===== src/rtl/mb_sequencer.sv =====
// Math Box microcode sequencer: runs one microprogram per Begin_NOT start pulse, with step watchdog.
// Optional build macro MB_SINGLE_STEP_EN adds step_req to gate word advance in RUN.
module mb_sequencer #(
    parameter int ADDR_W    = 8,
    parameter int MAX_STEPS = 255
) (
    input  logic              clk_6MHz,
    input  logic              Clear,
    input  logic              Begin_NOT,
    input  logic [ADDR_W-1:0] start_addr,
    input  logic              ucode_stop,
    input  logic              ucode_jump,
    input  logic [ADDR_W-1:0] ucode_jaddr,
`ifdef MB_SINGLE_STEP_EN
    input  logic              step_req,
`endif
    output logic [ADDR_W-1:0] ucode_addr,
    output logic              step_en,
    output logic              busy,
    output logic              done,
    output logic              timeout
);

    typedef enum logic [1:0] {
        IDLE = 2'd0,
        RUN  = 2'd1,
        FIN  = 2'd2
    } state_t;

    localparam logic [15:0] STEP_LIMIT = 16'(MAX_STEPS - 1);

    state_t            state_r, state_s;
    logic [ADDR_W-1:0] addr_r, addr_s;
    logic [15:0]       cnt_r, cnt_s;
    logic              timeout_r, timeout_s;
    logic              step_s;

`ifdef MB_SINGLE_STEP_EN
    assign step_s = step_req;
`else
    assign step_s = 1'b1;
`endif

    // State, program counter, watchdog counter and sticky timeout registers.
    always_ff @(posedge clk_6MHz or negedge Clear) begin
        if (!Clear) begin
            state_r   <= IDLE;
            addr_r    <= '0;
            cnt_r     <= 16'd0;
            timeout_r <= 1'b0;
        end else begin
            state_r   <= state_s;
            addr_r    <= addr_s;
            cnt_r     <= cnt_s;
            timeout_r <= timeout_s;
        end
    end

    // Next-state logic: restart beats stop, stop beats watchdog, watchdog beats jump.
    always_comb begin
        state_s   = state_r;
        addr_s    = addr_r;
        cnt_s     = cnt_r;
        timeout_s = timeout_r;
        case (state_r)
            IDLE, FIN: begin
                if (!Begin_NOT) begin
                    state_s   = RUN;
                    addr_s    = start_addr;
                    cnt_s     = 16'd0;
                    timeout_s = 1'b0;
                end else begin
                    state_s = IDLE;
                end
            end
            RUN: begin
                if (!Begin_NOT) begin
                    addr_s    = start_addr;
                    cnt_s     = 16'd0;
                    timeout_s = 1'b0;
                end else if (step_s) begin
                    cnt_s = cnt_r + 16'd1;
                    if (ucode_stop) begin
                        state_s = FIN;
                    end else if (cnt_r == STEP_LIMIT) begin
                        state_s   = FIN;
                        timeout_s = 1'b1;
                    end else if (ucode_jump) begin
                        addr_s = ucode_jaddr;
                    end else begin
                        addr_s = addr_r + ADDR_W'(1);
                    end
                end else begin
                    state_s = RUN;
                end
            end
            default: begin
                state_s = IDLE;
            end
        endcase
    end

    assign ucode_addr = addr_r;
    assign step_en    = (state_r == RUN) && step_s;
    assign busy       = (state_r == RUN);
    assign done       = (state_r == FIN);
    assign timeout    = timeout_r;

endmodule

===== config.mk =====
export PLATFORM = sky130hd
export DESIGN_NAME = mb_sequencer
export DESIGN_NICKNAME = d
export VERILOG_FILES = /design/src/rtl/mb_sequencer.sv
export SDC_FILE = /design/constraint.sdc
export NUM_CORES = 1
export LEC_CHECK = 0
export CAP_MARGIN = 20
export CORE_MARGIN = 5
export CORE_UTILIZATION = 35
export CTS_BUF_LIST = sky130_fd_sc_hd__clkbuf_8 sky130_fd_sc_hd__clkbuf_16
export CTS_CLUSTER_DIAMETER = 200
export DETAILED_ROUTE_END_ITERATION = 12
export GPL_TIMING_DRIVEN = 0
export PLACE_DENSITY = 0.59
export SLEW_MARGIN = 40
export SYNTH_ARGS = -nofsm -noshare
export SYNTH_HDL_FRONTEND = slang
export SYNTH_SLANG_ARGS = --single-unit
export TNS_END_PERCENT = 30

===== constraint.sdc =====
create_clock -name clk_6MHz -period 5.95 [get_ports clk_6MHz]
set_clock_uncertainty 0.2 [all_clocks]
set_input_delay 1.785 -clock clk_6MHz [delete_from_list [all_inputs] [get_ports clk_6MHz]]
set_output_delay 1.785 -clock clk_6MHz [all_outputs]
set_load 0.01 [all_outputs]

# ---- After elaboration in Yosys (flattened, before gate mapping)
# Cells that the tools add are included.
dict set report classes {
  muxes 19
  reduce_logical 7
  n_addsub 2
  eq_ne 9
}
# operator n
set ops {}
lappend ops {{8-bit two-way mux} 5}
lappend ops {{16-bit two-way mux} 2}
lappend ops {{16-bit one-hot mux with 2 select lines} 1}
lappend ops {{16-bit by 1-bit adder with 16-bit output (second input constant)} 1}
lappend ops {{16-bit by 8-bit == test with 1-bit output (second input constant)} 1}
lappend ops {{8-bit one-hot mux with 2 select lines} 1}
lappend ops {{8-bit by 1-bit adder with 8-bit output (second input constant)} 1}
lappend ops {{4-bit AND reduction} 2}
lappend ops {{2-bit two-way mux} 3}
lappend ops {{3-bit by 2-bit inequality test with 1-bit output (second input constant)} 2}
lappend ops {{3-bit inequality test (second input constant)} 2}
lappend ops {{1-bit two-way mux} 5}
lappend ops {{2-bit inequality test (second input constant)} 2}
lappend ops {{2-bit one-hot mux with 2 select lines} 1}
lappend ops {{2-bit AND reduction} 2}
lappend ops {{2-bit by 1-bit == test with 1-bit output (second input constant)} 1}
lappend ops {{2-bit == test (second input constant)} 1}
lappend ops {{2-bit logical NOT} 1}
lappend ops {{1-bit one-hot mux with 2 select lines} 1}
lappend ops {{2-bit nonzero test} 1}
lappend ops {{2-bit OR reduction} 1}
dict set report totals {
  regBits 27
  inputBits 21
  output_inout_bits 12
}

# ---- Logic depth before layout (Yosys ltp)
# Gate-level depths: netlist of run 1.
dict set report depth {
  depth_word 6
  depth_mapped 8
  mapped_depth_nobuf 7
}

# ---- Least setup slack after synthesis of run 1
# Ideal clock, no wire load.
dict set report synth_path {
  path_type {input to register}
  startpoint {in ucode_stop}
  endpoint {reg addr_r[0], in the netlist ucode_addr[0]}
  arrival_time_ns 2.618
  t_required_ns 5.623
  cell_stages 6
  n_path_buf 1
  slack_ns 3.006
  path_cell_list {nand2b_1 > a21boi_0 > a21bo_4 > buf_6 > nand2_1 > o21ai_0}
}
dict set report synth_between {
  elab_chain_cells 2
}
# element line
set synth_lines {}
lappend synth_lines {{start, declared} 11} ;# input logic ucode_stop,
lappend synth_lines {{3-bit inequality test (no line)} n/a}
lappend synth_lines {{4-bit AND reduction (no line)} n/a}
lappend synth_lines {{end signal, assigned} 53} ;# addr_r <= addr_s;
lappend synth_lines {{end, declared} 33} ;# logic [ADDR_W-1:0] addr_r, addr_s;
# No other way between the ends.
# A chain may end at the register's enable or synchronous reset.

# ---- Worst setup path in the final report of run 1
dict set report layout_path {
  startpoint {reg state_r[0]}
  endpoint {out step_en}
}
dict set report layout_between {
  elab_chain_cells 1
}
# element line
set layout_lines {}
lappend layout_lines {{start, declared} 32} ;# state_t state_r, state_s;
lappend layout_lines {{start signal, assigned} 52} ;# state_r <= state_s;
lappend layout_lines {{2-bit by 1-bit == test with 1-bit output} 104} ;# assign step_en = (state_r == RUN) && step_s;
lappend layout_lines {{end, declared} 18} ;# output logic step_en,
# No other way between the ends.

==> results by group, run 1 <==
Run status
  – Outcome: finished clean

Setup path
  – Data required time of the worst path: a little under 4 ns
  – Worst reg-to-reg setup slack: between 3 and 4 ns
  – Crit. Startpoint: state_r[0]$_DFFE_PN0P_
  – CP Depth: 4
  – Worst setup endpoint: step_en
  – Crit path max fanout: 10
  – Worst r2r src: cnt_r[10]$_DFFE_PN0P_
  – CP delay by family, top: buffers and inverters
  – CP cell instances: buf_2 > nor2b_1 > buf_4 > clkdlybuf4s50_1
  – Biggest cell delay along the critical path: 0.52 ns
  – Startpoint types: flop
  – CP Buf/Inv Count: 3
  – CP Capture Type: output pin
  – Path depth of the worst reg2reg path: 5
  – Critical path arrival: 1.61 ns
  – Reg-to-reg endpoint: ucode_addr[2]$_DFFE_PN0P_
  – Worst path slowest cell: clkdlybuf4s50_1
  – CP Class: reg2out

Logic synthesis
  – Synthesized Nets: ~220
  – Most frequent cell after synthesis: nand2_1
  – Ys flop type: dfrtp_1
  – Largest area contributor in the netlist: dfrtp_1
  – Synth top cells by count: 33 x nand2_1, 27 x dfrtp_1, 27 x o21ai_0, 11 x a21oi_1, 10 x nand3_1
  – Synth top area cells: dfrtp_1 42%, o21ai_0 8.3%, nand2_1 7.7%
  – Post-synthesis sequential area ratio: a little over two fifths
  – EDFF count, synth: 0
  – Flops & latches, synth: 27
  – Yosys warns: 0
  – Synth unique cells: 42
  – Cell area after synthesis: between 1500 and 2000 µm²
  – Synth Instances: around 190
  – Post-synth top area share: roughly two fifths
  – Synthesized area per cell: 8.48 µm²
  – Asr flop ratio synth: between 90% and 100%

Route
  – Starting DRT DRC Count: slightly below 70
  – WL final: around 4.2 mm
  – Routed wire per std cell: ~15 µm
  – Via density: about 5.4
  – Vias: 1518
  – Antenna Violating Nets Remaining: 0
  – # DRC: 0
  – Pre-antenna DRT Iters: 4

GRT
  – Remaining global-route overflow: 0
  – First-pass GRT wire length: between 7 and 8 mm
  – Initial antenna violation count: 0
  – Number of global-route vias before repair: 1433
  – GRT Total Usage: between 10 and 15%
  – Largest net degree at the start of global routing: 28

STA
  – Max frequency: about 280 MHz
  – Relative slew slack: 54.4%
  – Final slew viol count: 0
  – Worst hold slack: ~0.30 ns
  – Final setup violation count: 0
  – Final hold vios: 0
  – RSZ-0062 raised after global routing: no
  – Crit path time final: 3.60 ns
  – Worst Tran Pin Value: between 0.6 and 0.7 ns
  – Setup Total Neg Slack: 0 ns
  – Tcrit/Tclk final: 60.5%

Floorplan
  – Die area: 6090 µm²
  – Core ar.: ~4400 µm²
  – Rows: 24
  – Ports: 33
  – DIE WIDTH: a little under 80 µm
  – Starting density of the core: about 37%
  – Die height: around 78 µm

Clock network
  – H-tree levels: 1
  – Clock Sink Count: 27
  – Clock tree buffer depth: 2
  – Clock slew at reported path FFs: 0.09 ns
  – CTS tree: done
  – Clk_lat worst skew: ~0.27 ns
  – Post-CTS Setup Bufs: 0
  – Root Buffer Master: clkbuf_8
  – Post-cts gate resize count: 0
  – TritonCTS Buffers: 3
  – Hold_buf cts: 0

Placed design
  – I/O Buffers: 32
  – Detailed Place HPWL: a little over 3 mm
  – GPL Wtd Cong: between 0.8 and 0.9
  – Placed Area: about 2000 µm²
  – Dpl cells: approximately 280

Power and ir drop
  – VDD IR-drop max: ~110 µV
  – Leakage power: ~0.82 nW
  – PwrDens: 212 nW/µm²

Layout
  – Final cell count without fillers: ~280
  – Final net count: ~250
  – N_diodes: 0
  – Area of the multi-input gates: 855 µm²
  – Layout cells sized above 1: 5.73%
  – Fillers: between 400 and 500
  – Area Overhead vs Synth: 26.3%
  – Reg area: 676 µm²
  – Post-Layout Inst Area: roughly 2000 µm²

Worst hold path
  – Hold path start: cnt_r[15]$_DFFE_PN0P_
  – Hold Crit Class: reg2reg

Job
  – Max Cap Viol: 0
power by group:
group          internal (mW)  switching (mW)
Sequential             0.196          0.0164
Combinational         0.0600          0.0575
Clock                 0.0463          0.0568
cell usage in the layout, fill, tap and decap left out, drive strengths merged, types with 4 or more instances in the layout:
cell,n
nand2,33
clkdlybuf4s50,31
o21ai,28
dfrtp,27
a21oi,11
nand3,10
inv,9
clkbuf,9
nand4,6
o22ai,5
buf,5
nor2,4
and3,4
final cells by class:
class | count | share of cell area [%]
Multi-Input combinational cell | 146 | 41.8
Sequential cell | 27 | 33.0
Tap cell | 52 | 3.18
Timing Repair Buffer | 32 | 15.4
Clock buffer | 3 | 2.02
Buffer | 10 | 2.88
Clock inverter | 1 | 0.184
Inverter | 8 | 1.47
per-layer routing:
metal,up-vias,global-route usage [%],wire [µm]
li1,764,-,-
met1,710,18.8,2020
met2,42,23.3,1890
met3,2,3.55,282
met4,0,2.53,27
met5,-,0,0
cells by family after synthesis:
family                   count (synthesis)  share of synthesized area (%)
multiplexers                             2                           1.24
XOR/XNOR                                 2                           1.08
AND/OR/NAND/NOR                         76                           24.6
adder cells (fa/ha/maj)                  3                           2.32
buffers and inverters                   18                           5.49
flip-flops                              27                           41.7
AO/OA/AOI/OAI                           63                           23.6
state kept, by name (all words and copies together) (netlist names):
signal      count
cnt_r          16
state_r         2
timeout         1
ucode_addr      8
metrics by stage:
stage | setup slack (ns) | total power [mW] | util (%)
3_3_place_gp | 2.11 | 0.334 | 45.4
5_1_grt | 2.23 | 0.463 | 46.3
6_report | 2.35 | 0.433 | 46.3
2_1_floorplan | 3.01 | 0.275 | -
3_5_place_dp | 2.11 | 0.335 | 45.3
4_1_cts | 2.33 | 0.440 | 46.3
worst min path at each step:
stage / end / slack [ns] / cells after the start
3_3_place_gp: cnt_r[15]$_DFFE_PN0P_ / 0.29 / 1
4_1_cts: cnt_r[15]$_DFFE_PN0P_ / 0.31 / 1
3_5_place_dp: cnt_r[15]$_DFFE_PN0P_ / 0.29 / 1
6_report: cnt_r[15]$_DFFE_PN0P_ / 0.30 / 1
5_1_grt: cnt_r[9]$_DFFE_PN0P_ / 0.35 / 1
2_1_floorplan: cnt_r[15]$_DFFE_PN0P_ / 0.24 / 1
worst reg2reg max path, stage by stage (launching register included):
cell and delay [ns]:
dfrtp_1 0.46, or4_4 0.57, nor4_4 0.36, a21bo_4 0.24
buf_6 0.16, o21ai_0 0.10
Power figures use the tool's default switching activity.
==> run 2, diff against run 1 <==
==> constraint.sdc (replaced) <==
create_clock -name clk_6MHz -period 3.55 [get_ports clk_6MHz]
set_clock_uncertainty 0.2 [all_clocks]
set_input_delay 1.065 -clock clk_6MHz [delete_from_list [all_inputs] [get_ports clk_6MHz]]
set_output_delay 1.065 -clock clk_6MHz [all_outputs]
set_load 0.01 [all_outputs]
==> results of run 2 <==
Same layout as run 1 (identical final DEF). Status: finished clean.
Among the figures that moved: setup slack after placement 2.11 ns -> 0.430 ns; setup slack after layout 2.35 ns -> 0.671 ns; register-to-register setup slack 3.75 ns -> 1.35 ns; total power 0.433 mW -> 0.726 mW; worst IR drop on VDD 112 µV -> 187 µV
==> RTL edit, RTL diff (config.mk and constraints of run 1) <==
Change the parameter `ADDR_W` from 8 to 9.
--- a/src/rtl/mb_sequencer.sv
+++ b/src/rtl/mb_sequencer.sv
@@ -3,3 +3,3 @@
 module mb_sequencer #(
-    parameter int ADDR_W    = 8,
+    parameter int ADDR_W    = 9,
     parameter int MAX_STEPS = 255
Ports: changed (resized start_addr, ucode_addr and ucode_jaddr); port bits go from 33 to 36. No check against the original RTL was run, so the function may have changed too.
==> RTL edit against run 1 <==
- maximum frequency is 7.6% lower
- setup slack got worse by 0.30 ns
- synthesized area is 9.0% higher
- sequential cell count is 1 higher
- count of clock-buffer cells in the layout rose by 1
- routed wire length grew 8.9%
- first-iteration DRC count is 66% higher
- total power is 13% higher
- critical path type is now in2reg
- cell area up 9.5%
- sequential power increased by 7%
- hold slack gained 0.0096 ns
==> RTL edit: results (changes against run 1) <==
metric,value,unit,change
HPWL after detailed placement,3.346,mm,+8.0%
"Data arrival, critical path",3.90,ns,+2.29 ns
drt wl/cell,14.76,µm,-2.3%
layout cells sized above 1,0.06557,,+0.008305
Met1 Wirelength,2.190,mm,+8.6%
Inverters,6,,-2
met2 routed WL,2.127,mm,+13%
Reg power frac,0.464,,-0.027
first-pass GRT wire length,7.493,mm,+6.6%
sequential share of cell area,0.3130,,-0.01745
largest net degree at the start of global routing,29,,+3.6%
Worst Tran Pin Value,0.6415,ns,-0.03839 ns
fill cell count,489,,+11%
total length of routed met3 wires,201,µm,-29%
Synth Area in Compound Gates,0.2241,,-0.01159
crit-path max cell delay,0.60,ns,+0.08 ns
clkbuf count,4,,+1
Initial DRC Count,113,,+66%
Worst IR Drop VDD,0.1375,mV,+23%
Signal buf overhead,0.1805,,-0.002439
status,"complete, no violations",,
Non-clock buffers,49,,+17%
GPL Wtd Cong,0.8005,,-2.7%
internal power,0.3389,mW,+12%
Post-Synth Adder-Cell Area,0.02128,,-0.001907
most frequent cells after synthesis,"dfrtp_1, nand2_1, a21oi_1",,
Multi-input comb cells,157,,+7.5%
mux share of post-synthesis cell area,0.03688,,+0.02451
post-synthesis sequential area ratio,0.3972,,-0.02015
Nets,271,,+7.5%
Global Route met2 Usage,0.2258,,-0.007108
ranking of synthesized cells by area,"dfrtp_1, nand2_1, a21oi_1",,
clk cell area share,0.02459,,+0.002563
syn_nets,232,,+7.9%
vias in the first global route,1538,,+7.3%
number of synthesized register bits,28,,+3.7%
RTL edit: changes by cell type in the layout (fill, tap and decap cells not counted), sizes merged, moves of 3 or more:
cell and delta:
o22ai -4, inv -3, and4 +5, clkbuf +6
a21oi +5, o21ai -6, a31oi +3, nand2 -11
mux2 +3, nor2 +8, or3 +3, and3 -3
RTL edit: cells by family after synthesis:
logic type | Yosys count
compound gates | 65
xor+xnor | 4
fa+ha+maj | 3
buf+inv | 21
flops | 28
mux | 5
simple gates | 80
RTL edit: stage by stage:
| step | instance area [µm²] | hold WS [ns] | setup slack [ns] | power, mW | instances |
|---|---|---|---|---|---|
| 5_1_grt | 2238 | 0.3835 | 1.948 | 0.5164 | 311 |
| 3_5_place_dp | 2183 | 0.2927 | 1.829 | 0.3730 | 307 |
| 3_3_place_gp | 2188 | 0.2889 | 1.759 | 0.3729 | 307 |
| 2_1_floorplan | 1764 | 0.2865 | 2.668 | 0.3051 | 206 |
| 6_report | 2238 | 0.3078 | 2.055 | 0.4890 | 311 |
| 4_1_cts | 2238 | 0.3196 | 2.110 | 0.4943 | 311 |
RTL edit: path summary, 6_finish.rpt:
check / startpoint / to / slack [ns] / depth (start not counted)
setup / recovery: Begin_NOT / cnt_r[9]$_DFFE_PN0P_ / 2.06 / 6
hold / removal: timeout$_DFFE_PN0P_ / timeout$_DFFE_PN0P_ / 0.31 / 2
setup reg to reg: cnt_r[0]$_DFFE_PN0P_ / ucode_addr[0]$_DFFE_PN0P_ / 3.25 / 8
hold reg to reg: timeout$_DFFE_PN0P_ / timeout$_DFFE_PN0P_ / 0.31 / 2
max in group asynchronous: Clear / ucode_addr[4]$_DFFE_PN0P_ / 3.82 / 1
min in group asynchronous: Clear / cnt_r[5]$_DFFE_PN0P_ / 1.31 / 1
